### src/rtl/dsi_hdr_sched.sv
// dsi_hdr_sched: arbitrates command/video header requests for the shared ECC
// generator, waits for the ECC byte and serializes the 4-byte DSI packet
// header (DI, WC LSB, WC MSB, ECC) over a valid/ready byte stream.
//
// Byte stream handshake: a byte transfers on every rising edge where
// byte_valid and byte_ready are both high; byte_data/byte_last stay stable
// while byte_valid is high and byte_ready is low; byte_valid never drops
// without a transfer except on reset.
module dsi_hdr_sched #(
  parameter int TIMEOUT_CYCLES = 16
) (
  input  logic        dsi_clk,
  input  logic        dsi_rst,
  input  logic        cmd_req,
  input  logic [23:0] cmd_hdr,
  output logic        cmd_gnt,
  output logic        cmd_done,
  input  logic        vid_req,
  input  logic [23:0] vid_hdr,
  output logic        vid_gnt,
  output logic        vid_done,
  output logic [23:0] ecc_hdr,
  output logic        ecc_start,
  input  logic [7:0]  ecc_in,
  input  logic        ecc_done,
  output logic [7:0]  byte_data,
  output logic        byte_valid,
  input  logic        byte_ready,
  output logic        byte_last,
  output logic        busy,
  output logic        ecc_timeout
);

  localparam int CW = $clog2(TIMEOUT_CYCLES + 1);
  localparam logic [CW-1:0] CNT_MAX = CW'(TIMEOUT_CYCLES);
  localparam logic SRC_CMD = 1'b0;
  localparam logic SRC_VID = 1'b1;

  typedef enum logic [2:0] {
    S_IDLE, S_START, S_WAIT_ECC, S_SEND, S_DONE
  } state_t;

  state_t        state_q, state_d;
  logic          owner_q, owner_d;
  logic          last_q, last_d;
  logic [23:0]   hdr_q, hdr_d;
  logic [7:0]    ecc_q, ecc_d;
  logic [CW-1:0] cnt_q, cnt_d;
  logic [1:0]    idx_q, idx_d;

  // Next-cycle values of every registered output
  logic       cmd_gnt_d, vid_gnt_d, cmd_done_d, vid_done_d;
  logic       ecc_start_d, byte_valid_d, byte_last_d, busy_d, ecc_timeout_d;
  logic [7:0] byte_data_d;
  logic       win;

  // State, datapath and output registers; outputs are computed from the
  // next-state values so every port is driven straight from a flop
  always_ff @(posedge dsi_clk) begin
    if (dsi_rst) begin
      state_q     <= S_IDLE;
      owner_q     <= SRC_CMD;
      last_q      <= SRC_VID;
      hdr_q       <= '0;
      ecc_q       <= '0;
      cnt_q       <= '0;
      idx_q       <= '0;
      cmd_gnt     <= 1'b0;
      vid_gnt     <= 1'b0;
      cmd_done    <= 1'b0;
      vid_done    <= 1'b0;
      ecc_start   <= 1'b0;
      byte_data   <= '0;
      byte_valid  <= 1'b0;
      byte_last   <= 1'b0;
      busy        <= 1'b0;
      ecc_timeout <= 1'b0;
    end else begin
      state_q     <= state_d;
      owner_q     <= owner_d;
      last_q      <= last_d;
      hdr_q       <= hdr_d;
      ecc_q       <= ecc_d;
      cnt_q       <= cnt_d;
      idx_q       <= idx_d;
      cmd_gnt     <= cmd_gnt_d;
      vid_gnt     <= vid_gnt_d;
      cmd_done    <= cmd_done_d;
      vid_done    <= vid_done_d;
      ecc_start   <= ecc_start_d;
      byte_data   <= byte_data_d;
      byte_valid  <= byte_valid_d;
      byte_last   <= byte_last_d;
      busy        <= busy_d;
      ecc_timeout <= ecc_timeout_d;
    end
  end

  // Next-state logic: round-robin arbitration, ECC wait with timeout, byte index
  always_comb begin
    state_d = state_q;
    owner_d = owner_q;
    last_d  = last_q;
    hdr_d   = hdr_q;
    ecc_d   = ecc_q;
    cnt_d   = cnt_q;
    idx_d   = idx_q;
    // On a tie the source that did not win last time goes first
    if (cmd_req && vid_req) win = ~last_q;
    else                    win = vid_req;
    case (state_q)
      S_IDLE: begin
        if (cmd_req || vid_req) begin
          owner_d = win;
          last_d  = win;
          hdr_d   = (win == SRC_VID) ? vid_hdr : cmd_hdr;
          state_d = S_START;
        end
      end
      S_START: begin
        cnt_d   = '0;
        state_d = S_WAIT_ECC;
      end
      S_WAIT_ECC: begin
        // The timeout pulse is already out once the counter is full, so a
        // late ecc_done in that cycle no longer rescues the packet
        if (cnt_q == CNT_MAX) begin
          hdr_d   = '0;
          cnt_d   = '0;
          state_d = S_IDLE;
        end else if (ecc_done) begin
          ecc_d   = ecc_in;
          idx_d   = 2'd0;
          state_d = S_SEND;
        end else begin
          cnt_d = cnt_q + CW'(1);
        end
      end
      S_SEND: begin
        if (byte_ready) begin
          if (idx_q == 2'd3) state_d = S_DONE;
          else               idx_d   = idx_q + 2'd1;
        end
      end
      S_DONE: begin
        hdr_d   = '0;
        idx_d   = 2'd0;
        state_d = S_IDLE;
      end
      default: begin
        hdr_d   = '0;
        state_d = S_IDLE;
      end
    endcase
  end

  // Output decode from the next-state values, registered above
  always_comb begin
    cmd_gnt_d     = (state_d == S_START) && (owner_d == SRC_CMD);
    vid_gnt_d     = (state_d == S_START) && (owner_d == SRC_VID);
    cmd_done_d    = (state_d == S_DONE)  && (owner_d == SRC_CMD);
    vid_done_d    = (state_d == S_DONE)  && (owner_d == SRC_VID);
    ecc_start_d   = (state_d == S_START);
    byte_valid_d  = (state_d == S_SEND);
    byte_last_d   = (state_d == S_SEND) && (idx_d == 2'd3);
    busy_d        = (state_d != S_IDLE);
    ecc_timeout_d = (state_d == S_WAIT_ECC) && (cnt_d == CNT_MAX);
    byte_data_d   = 8'h00;
    if (state_d == S_SEND) begin
      case (idx_d)
        2'd0:    byte_data_d = hdr_d[7:0];
        2'd1:    byte_data_d = hdr_d[15:8];
        2'd2:    byte_data_d = hdr_d[23:16];
        default: byte_data_d = ecc_d;
      endcase
    end
  end

  assign ecc_hdr = hdr_q;

endmodule

### config.mk
export PLATFORM = sky130hd
export DESIGN_NAME = dsi_hdr_sched
export DESIGN_NICKNAME = d
export VERILOG_FILES = /design/src/rtl/dsi_hdr_sched.sv
export SDC_FILE = /design/constraint.sdc
export NUM_CORES = 1
export LEC_CHECK = 0
export BUFFER_PORTS_ARGS = -buffer_cell sky130_fd_sc_hd__buf_4
export CAP_MARGIN = 30
export CORE_ASPECT_RATIO = 0.6
export CORE_MARGIN = 3
export CORE_UTILIZATION = 51
export CTS_CLUSTER_DIAMETER = 100
export DETAILED_ROUTE_END_ITERATION = 16
export HOLD_SLACK_MARGIN = 0.1
export MAX_ROUTING_LAYER = met4
export PLACE_DENSITY_LB_ADDON = 0.25
export SLEW_MARGIN = 10
export SYNTH_ARGS = -nofsm -noshare
export SYNTH_HDL_FRONTEND = slang
export SYNTH_SLANG_ARGS = --single-unit
### constraint.sdc
create_clock -name dsi_clk -period 2.8 [get_ports dsi_clk]
set_input_delay 0.56 -clock dsi_clk [delete_from_list [all_inputs] [get_ports dsi_clk]]
set_output_delay 0.56 -clock dsi_clk [all_outputs]
set_load 0.05 [all_outputs]
==> Word level (Yosys, flattened, before mapping) <==
Cells that the tools add are included.
{ "totals": {"regBits": 61, "latchBits": 0, "ram_bits": 0, "rom_bits": 0, "input_bits": 62, "out_inout_bits": 41, "mem_count": 0} }
{ "op_classes": {"n_addsub": 2, "multipliers": 0, "div_mod_pow": 0, "order_cmp": 0, "eq_ne": 14, "n_shift": 0, "mux": 25, "bitwise": 3, "reduce_logical": 14} }
{ "ops": {"columns": ["op", "n"], "rows": [
  ["24-bit 2-to-1 mux", 3],
  ["24-bit one-hot mux with 3 select lines", 1],
  ["8-bit 2-to-1 mux", 3],
  ["8-bit one-hot mux with 3 select lines", 1],
  ["3-bit 2-to-1 mux", 5],
  ["3-bit by 2-bit equality test with 1-bit output, second input constant", 4],
  ["3-bit one-hot mux with 4 select lines", 1],
  ["5-bit equality test, second input constant", 2],
  ["5-bit 2-to-1 mux", 2],
  ["5-bit one-hot mux with 2 select lines", 1],
  ["2-bit 2-to-1 mux", 4],
  ["1-bit logical AND", 7],
  ["2-bit equality test, second input constant", 3],
  ["3-bit by 1-bit equality test with 1-bit output, second input constant", 2],
  ["3-bit equality test, second input constant", 2],
  ["2-bit one-hot mux with 3 select lines", 1],
  ["5-bit by 1-bit adder with 5-bit output, second input constant", 1],
  ["2-bit OR reduction", 2],
  ["3-bit zero test", 1],
  ["1-bit 2-to-1 mux", 3],
  ["1-bit inverter", 3],
  ["3-bit nonzero test", 1],
  ["2-bit by 1-bit adder with 2-bit output, second input constant", 1],
  ["2-bit by 1-bit equality test with 1-bit output, second input constant", 1],
  ["other kinds (3)", 3]
]} }

==> Logic depth before layout (Yosys ltp) <==
Gate-level depths: netlist of the first run.
{ "logic_depth": {"depth_word": 7, "mapped_depth": 9, "mapped_depth_nobuf": 7} }

==> Worst setup path before layout of the first run <==
OpenSTA, ideal clock, no wires.
{ "synth_path": {"kind": "register -> register", "from": "register cnt_q[0]", "to": "register byte_data[0]", "arrival_time_ns": 1.875, "required_ns": 2.668, "path_slack_ns": 0.793, "stages_incl_launch_ff": 9, "path_buffers": 1, "path_cell_list": "dfxtp_1 -> inv_1 -> ha_1 -> and4bb_4 -> or3_4 -> buf_6 -> mux2_2 -> mux2i_1 -> a221oi_2"} }
{ "synth_between": {"elab_chain_cells": 6, "elab_cells_between_ends": 16, "cone_classes": "4 x eq/ne; 9 x mux; 1 x bitwise; 2 x reduce/logical"} }
{ "synth_rtl": {"columns": ["element", "line_no", "source"], "rows": [
  ["start, declared", "48", "logic [CW-1:0] cnt_q, cnt_d;"],
  ["start signal, assigned", "84", "cnt_q <= cnt_d;"],
  ["5-bit equality test (*)", "127", "if (cnt_q == CNT_MAX) begin"],
  ["3-bit 2-to-1 mux", "127", null],
  ["3-bit one-hot mux with 4 select lines", "111", "case (state_q)"],
  ["3-bit by 2-bit equality test with 1-bit output", "169", "if (state_d == S_SEND) begin"],
  ["1-bit inverter (no line)", null, null],
  ["2-bit OR reduction (no line)", null, null],
  ["end signal, assigned", "91", "byte_data <= byte_data_d;"],
  ["end, declared", "26", "output logic [7:0] byte_data,"]
]} }
Mark *: on every way between the ends. The rest lies on a longest branch, timed or not.
A chain may end at the register's enable or synchronous reset.

==> Worst setup path after layout of the first run <==
{ "layout_path": {"from": "register cnt_q[0]", "to": "register byte_data[3]"} }
The elaborated chain is that of the path after synthesis.

==> run summary, run 1 <==
CP top delay family: compound AO/OA/AOI/OAI gates
Final Cell Area: 4210 µm²
Fin cells: 540
Die area: 7260 µm²
Post-CTS Hold Buffers: 0
Register area share after synthesis: 38.3%
Number of post-CTS setup repair buffers: 0
Worst path buffer plus inverter count: 2
Leakage: 1.90 nW
Vias in the first global route: 2740
Area Growth Syn to Fin: 32.1%
Worst R2R Path Depth: 7
Most common cell after layout, fill and taps aside: buf_4
Least-Margin Pin Slew: 0.666 ns
Slowest-stage cell, CP: a221oi_4
Worst hold path type: in -> reg
WL final: 9110 µm
Vias per std cell: 5.72
Hold Crit Start: vid_req
Syn nets: 427
CTS tree: yes
Min Tclk post-route: 2.36 ns
HPWL Detailed: 6430 µm
Crit path cell chain: inv_1 -> ha_1 -> and4bb_4 -> a221oi_4 -> buf_4 -> o21ai_0 -> a221oi_2
#FFs+latches synth: 61
First-pass GRT wire length: 13900 µm
Clock Sinks: 61
Smallest hold slack: 0.527 ns
CP required: 3.04 ns
DP Area: 3960 µm²
Yosys warning count: 0
Core area: 5810 µm²
Share of cells above drive strength 1: 33.0%
Die height: 67.2 µm
Max Cap Viol: 0
Remaining global-route overflow: 0
Start of the worst register-to-register path: cnt_q[0]
Status: completed
Worst Path Class, Setup: reg -> reg
H-tree levels: 3
Max_slew headroom: 55.6%
Final setup viols: 0
EDFF count, synth: 0
Power Dens Cells: 642 nW/µm²
Via count: 3091
Root Buffer: clkbuf_8
Final worst-path cycle share: 84.4%
I/O pin count: 103
Routed len/inst: 16.9 µm
Syn Area/Cell: 8.77 µm²
CTS resizes: 0
Final hold viol count: 0
Cells after synthesis: 363
Largest net degree at the start of global routing: 46
Gpl congestion: 0.940
Async S/R FF share, synth: 0%
CP peak stage delay: 0.51 ns
Starting DRT DRC Count: 338
Most frequent cells in the layout: buf_4, dfxtp_1, nand2_1, a21oi_1, nor2_1
Antenna violations before repair: 0
GRT Overall Usage: 25.7%
DP Cell Count: 524
TNS Setup: 0 ns
FF-to-FF setup slack: 0.44 ns
RSZ-0062 raised after global routing: false
Main synth FF type: dfxtp_1
Max Slew Vio Count: 0
Port Buf Inserts: 102
CP max FO: 24
Worst-Skew Late Latency: 0.33 ns
Drt pass-1 iters: 5
Worst VDD drop: 0.000643 V
CP startpoint kind: flip-flop
Mapped Area: 3180 µm²
Hold Path Stages: 3
Crit path capture type: flip-flop
Placement Rows: 21
Die Width: 108 µm
Hold EP: last_q
Reg2reg end: byte_data[3]
Initial core utilization: 54.8%
CTS Buffer Depth: 2
Inserted Diodes: 0
Final Skew: 0.00652 ns
Total CTS buffers: 9
Final Net Count: 519
# DRC: 0
Clock transition at path regs: 0.07 ns
Fmax: 0.423 GHz
Final ANT Viol Nets: 0
Synth cell types: 56
Worst path arrival time: 2.61 ns
Cell depth of the worst setup path: 7
-- kinds of logic after synthesis --
kind of cell | Yosys count | synth area share [%]
AOI/OAI and AO/OA | 108 | 25.3
xor gates and xnor gates | 2 | 0.550
adders and majority gates | 2 | 0.786
buffers and inverters | 34 | 5.23
DFF | 61 | 38.3
muxes | 24 | 7.86
and+or+nand+nor | 132 | 21.9
-- cells in the mapped netlist (2+ instances only) --
| master | number | area, µm² |
|---|---|---|
| nand2_1 | 42 | 158 |
| nor3_1 | 4 | 20.0 |
| nor4_1 | 2 | 12.5 |
| dfxtp_1 | 61 | 1220 |
| buf_4 | 3 | 22.5 |
| a211oi_1 | 8 | 60.1 |
| inv_1 | 6 | 22.5 |
| buf_6 | 2 | 22.5 |
| o21ai_0 | 14 | 70.1 |
| nand3b_1 | 4 | 30.0 |
| nand3_1 | 3 | 15.0 |
| mux2_2 | 8 | 90.1 |
| and3_1 | 9 | 56.3 |
| buf_2 | 10 | 50.1 |
| or3_1 | 2 | 12.5 |
| a21oi_1 | 40 | 200 |
| mux2i_1 | 16 | 160 |
| a21boi_0 | 8 | 60.1 |
| and4b_1 | 2 | 20.0 |
| o2bb2ai_1 | 8 | 70.1 |
| nor2_1 | 29 | 109 |
| nor2b_1 | 20 | 125 |
| ha_1 | 2 | 25.0 |
| a221oi_1 | 8 | 70.1 |
| a221oi_2 | 8 | 120 |
| a22oi_1 | 2 | 15.0 |
| clkbuf_1 | 13 | 48.8 |
-- routing by layer --
metal  track usage (%)  up-vias  wire, µm
li1                  -     1494         -
met1              39.0     1398      4490
met2              34.0      188      3580
met3              6.69       11       983
met4              4.72        0        53
met5                 -        -         0
-- how the worst max path moves through the flow --
stage                        start      endpoint  slack (ns)
after global placement     vid_req  byte_data[2]        0.53
after CTS                 cnt_q[0]  byte_data[3]        0.44
final                     cnt_q[0]  byte_data[3]        0.44
after floorplan           cnt_q[0]  byte_data[0]        0.79
after global routing      cnt_q[0]  byte_data[5]        0.30
after detailed placement   vid_req  byte_data[3]        0.42
-- stage by stage --
stage               total power [W]  setup WS (ns)  util [%]
global route                0.00280          0.296      72.4
finish                      0.00270          0.438      72.4
global placement            0.00172          0.529      68.2
floorplan                   0.00150          0.793         -
CTS                         0.00270          0.445      72.4
detailed placement          0.00174          0.423      68.2
-- tightest hold or removal path, stage by stage --
cell and delay (ns):
buf_4 0.09, a21oi_1 0.06, o21bai_1 0.11
-- sequential cells by signal (all words and copies together), names as in the netlist --
register / cells
ecc_timeout: 1
idx_q: 2
cmd_done: 1
last_q: 1
owner_q: 1
cnt_q: 5
ecc_q: 8
cmd_gnt: 1
ecc_hdr: 24
byte_last: 1
busy: 1
vid_gnt: 1
state_q: 3
byte_valid: 1
ecc_start: 1
vid_done: 1
byte_data: 8
-- power by group --
group          leakage [nW]  internal (W)  total [W]  switching (W)
sequential            0.498      0.000933   0.000992      0.0000591
clock                 0.119      0.000614   0.000970       0.000356
combinational          1.28      0.000265   0.000737       0.000472
total                  1.90       0.00181    0.00270       0.000887
-- layout make-up --
type / instances / area [µm²]
Clock buffer: 10 / 138
Clock inverter: 6 / 110
Fill cell: 466 / 1600
Inverter: 6 / 22.5
Multi-Input combinational cell: 268 / 1800
Sequential cell: 61 / 1220
Tap cell: 80 / 100
Timing Repair Buffer: 109 / 818
Power figures use the tool's default switching activity.
==> inputs of run 2 (changes only) <==
==> constraint.sdc (replaced) <==
create_clock -name dsi_clk -period 2.25 [get_ports dsi_clk]
set_input_delay 0.45 -clock dsi_clk [delete_from_list [all_inputs] [get_ports dsi_clk]]
set_output_delay 0.45 -clock dsi_clk [all_outputs]
set_load 0.05 [all_outputs]
==> run summary, run 2 (synthesis results as in run 1) <==
Clock transition at path regs: 0.07 ns
Inserted Diodes: 0
Area Growth Syn to Fin: 37.1%
Reg area: 1220 µm²
GRT Overall Usage: 27.6%
Worst VDD drop: 0.000489 V
Footprint of the multi-input gates: 1810 µm²
Worst hold path type: in -> reg
Fmax: 0.457 GHz
Smallest hold slack: 0.429 ns
CP startpoint: cnt_q[1]
Leakage: 1.99 nW
CTS tree: yes
Die height: 67.2 µm
Placement Rows: 21
Final worst-path cycle share: 97.3%
Antenna violations before repair: 0
Most frequent cells in the layout: buf_4, dfxtp_1, nand2_1, a21oi_1, nor2_1
DP Cell Count: 537
Final Cell Area: 4370 µm²
Pwr Total: 0.00344 W
Final setup viols: 0
Initial core utilization: 54.8%
Via count: 3250
CTS Buffer Depth: 2
Post-CTS Hold Buffers: 0
Vias per std cell: 5.86
Power Dens Cells: 789 nW/µm²
Grt peak-use layer: met2
Die Width: 108 µm
I/O pin count: 103
Most common cell after layout, fill and taps aside: buf_4
GRT met1 Usage: 38.4%
Least-Margin Pin Slew: 0.494 ns
Max Cap Viol: 0
Worst Path Class, Setup: reg -> reg
Remaining global-route overflow: 0
Final Skew: 0.00870 ns
Max Slew Vio Count: 0
Die area: 7260 µm²
Routed len/inst: 17.8 µm
# DRC: 0
Fin cells: 555
Status: completed
Worst path arrival time: 2.43 ns
Largest net degree at the start of global routing: 46
Max_slew headroom: 67.1%
Gpl congestion: 0.932
Core Util, Final: 75.2%
CP max FO: 11
DP Area: 4080 µm²
Worst-Skew Late Latency: 0.34 ns
H-tree levels: 3
Final Net Count: 534
Min Tclk post-route: 2.19 ns
Core area: 5810 µm²
Hold Crit Start: vid_req
HPWL Detailed: 6920 µm
Fill count: 441
CP peak stage delay: 0.47 ns
First-pass GRT wire length: 15000 µm
Final ANT Viol Nets: 0
Crit path cell chain: inv_1 -> ha_1 -> and4bb_4 -> or3_4 -> a31oi_4 -> nand2_4 -> a221oi_2
WL final: 9880 µm
Start of the worst register-to-register path: cnt_q[1]
Drt pass-1 iters: 5
Vias in the first global route: 2928
Clock Sinks: 61
CP startpoint kind: flip-flop
CP required: 2.49 ns
Max reg flops: 24
GR Util met2: 38.7%
Root Buffer: clkbuf_8
Slowest-stage cell, CP: or3_4
Starting DRT DRC Count: 301
Share of cells above drive strength 1: 35.2%
Met3 usage in global routing: 7.83%
Crit path capture type: flip-flop
Total CTS buffers: 9
Port Buf Inserts: 102
Final hold viol count: 0
## run 2: worst paths after layout
check                               endpoint  slack [ns]  cells after the start
worst max-delay path            byte_data[0]        0.06                      7
worst min register to register   ecc_hdr[13]        0.51                      2
worst max register to register  byte_data[0]        0.06                      7
worst min-delay path                  last_q        0.43                      3
## run 2: layer usage
metal | vias to the layer above | wire length (µm) | part of all wire [%]
met5 | - | 0 | 0
met4 | 0 | 197 | 2.0
met3 | 27 | 1330 | 13
met2 | 225 | 4000 | 40
met1 | 1470 | 4360 | 44
li1 | 1528 | - | -
## run 2: cell type report
| class | count | share of cell area, % |
|---|---|---|
| clock inverters | 4 | 2.18 |
| multi-input cells | 268 | 41.4 |
| inverters | 6 | 0.516 |
| repair buffers | 124 | 22.3 |
| well taps | 80 | 2.29 |
| clock buffers | 12 | 3.32 |
| flip-flops and latches | 61 | 28.0 |
## run 2: where the power goes
part	switching [W]	internal, W
sequential	0.0000598	0.00116
combinational	0.000633	0.000390
clock	0.000434	0.000766
## run 2: worst max-delay path, delay by kind of cell, from the launching register on
family                     cells  cell delay (ns)
AOI/OAI and AO/OA              2             0.54
adders and majority gates      1             0.20
buffers and inverters          1             0.06
DFF                            1             0.40
and+or+nand+nor                3             0.88
## run 2: repair_timing
item,4_1_cts,5_1_grt
endpoints found under the setup margin,0,2
resized for setup,0,2
buffers inserted,0,1
## run 2: per-stage QoR
step / worst slack, ns / setup TNS (ns)
floorplan: 0.243 / 0
global placement: 0.180 / 0
CTS: 0.0770 / 0
detailed placement: 0.134 / 0
global route: -0.0420 / -0.0420
finish: 0.0604 / 0
==> inputs of run 3 (changes only) <==
--- a/config.mk
+++ b/config.mk
@@ -7,9 +7,11 @@
 export LEC_CHECK = 0
 export BUFFER_PORTS_ARGS = -buffer_cell sky130_fd_sc_hd__buf_4
 export CAP_MARGIN = 30
+export CELL_PAD_IN_SITES_DETAIL_PLACEMENT = 0
+export CELL_PAD_IN_SITES_GLOBAL_PLACEMENT = 1
 export CORE_ASPECT_RATIO = 0.6
 export CORE_MARGIN = 3
-export CORE_UTILIZATION = 51
+export CORE_UTILIZATION = 37
 export CTS_CLUSTER_DIAMETER = 100
 export DETAILED_ROUTE_END_ITERATION = 16
 export HOLD_SLACK_MARGIN = 0.1
==> run summary, run 3 (synthesis results as in run 1) <==
First-pass GRT wire length: 15300 µm
WL final: 9880 µm
Final setup viols: 0
I/O pin count: 103
HPWL Detailed: 7130 µm
Max reg flops: 24
Antenna violations before repair: 0
Final Cell Area: 4550 µm²
# DRC: 0
Final Skew: 0.00354 ns
Worst path buffer plus inverter count: 2
Slowest-stage cell, CP: or3_4
Leakage: 2.06 nW
Fmax: 0.469 GHz
Core area: 8100 µm²
Area Growth Syn to Fin: 42.9%
Final Net Count: 539
Via count: 3106
Worst VDD drop: 0.000405 V
RSZ-0062 raised after global routing: false
Most common cell after layout, fill and taps aside: buf_4
Least-Margin Pin Slew: 0.528 ns
Worst-Skew Late Latency: 0.33 ns
Port Buf Inserts: 102
CTS tree: yes
CP peak stage delay: 0.39 ns
Die height: 77.9 µm
Routed len/inst: 16.8 µm
Worst Path Class, Setup: reg -> reg
Status: completed
DR WL met2: 3780 µm
CP top delay family: simple AND/OR/NAND/NOR gates
Drt pass-1 iters: 5
Most frequent cells in the layout: buf_4, dfxtp_1, nand2_1, a21oi_1, nor2_1
Die Width: 126 µm
TNS Setup: 0 ns
DRT met1 WL: 5160 µm
Vias per std cell: 5.28
Vias in the first global route: 2866
Max Slew Vio Count: 0
DP Area: 4200 µm²
Max layer used: met4
Smallest hold slack: 0.411 ns
Root Buffer: clkbuf_16
Crit path capture type: flip-flop
Clock transition at path regs: 0.05 ns
Final worst-path cycle share: 94.8%
Max_slew headroom: 64.5%
Initial core utilization: 39.3%
GRT Overall Usage: 20.7%
Worst hold path type: in -> reg
CP startpoint kind: flip-flop
Core Util, Final: 56.2%
Remaining global-route overflow: 0
CP max FO: 10
Max Cap Viol: 0
Fin cells: 588
Gpl congestion: 0.894
Clock Sinks: 61
Min Tclk post-route: 2.13 ns
DP Cell Count: 570
CP required: 2.45 ns
Metal3 WL: 853 µm
Final ANT Viol Nets: 0
CTS Buffer Depth: 2
Die area: 9790 µm²
Crit path cell chain: inv_1 -> ha_1 -> and4bb_4 -> or3_4 -> buf_12 -> mux2_2 -> mux2i_1 -> a221oi_2
Total CTS buffers: 9
H-tree levels: 3
Worst path arrival time: 2.34 ns
Inserted Diodes: 0
Placement Rows: 25
Power Dens Cells: 811 nW/µm²
Share of cells above drive strength 1: 35.8%
Largest net degree at the start of global routing: 46
Final hold viol count: 0
Starting DRT DRC Count: 293
run 3: changes by cell type in the layout (fill, tap and decap cells not counted), sizes merged:
cell and change:
clkinvlp +1, clkbuf +1, buf +5, bufinv -2
run 3: area by class of cell:
cell class	instances	area, µm²
timing repair buffer	129	1060
tap	108	135
inverter	6	22.5
clock buffer	13	270
multi-input combinational	268	1800
sequential	61	1220
fill	746	3550
clock inverter	3	42.5
run 3: worst min-delay path, stage by stage:
cell and delay (ns):
buf_4 0.09, a21oi_1 0.05, o21bai_1 0.11
run 3: per-stage QoR:
stage	power, W	setup slack, ns
6_report	0.00369	0.117
4_1_cts	0.00370	0.130
5_1_grt	0.00385	0.0142
2_1_floorplan	0.00187	0.243
3_3_place_gp	0.00225	0.132
3_5_place_dp	0.00226	0.0870
run 3: power by group:
group          total (W)  leakage, nW  switching, W  internal (W)
logic            0.00104         1.41      0.000627      0.000414
clock network    0.00142        0.152      0.000480      0.000945
registers        0.00122        0.498     0.0000602       0.00116
total            0.00369         2.06       0.00117       0.00252
run 3: metal layers:
metal,up-vias,global-route usage (%)
li1,1537,-
met1,1422,31.1
met2,136,25.9
met3,11,5.78
met4,0,6.75
met5,-,-
run 3: what timing repair did:
action,CTS,global route
endpoints found under the hold margin,0,0
setup buffers,0,1
endpoints found under the setup margin,0,2
hold buffers,0,0
resized for setup,0,1
run 3: final timing paths:
kind / startpoint / end / slack (ns) / cells after the start
hold reg to reg: ecc_hdr[4] / ecc_hdr[4] / 0.52 / 2
setup / recovery: cnt_q[1] / byte_data[7] / 0.12 / 8
setup reg to reg: cnt_q[1] / byte_data[7] / 0.12 / 8
hold / removal: vid_req / last_q / 0.41 / 3
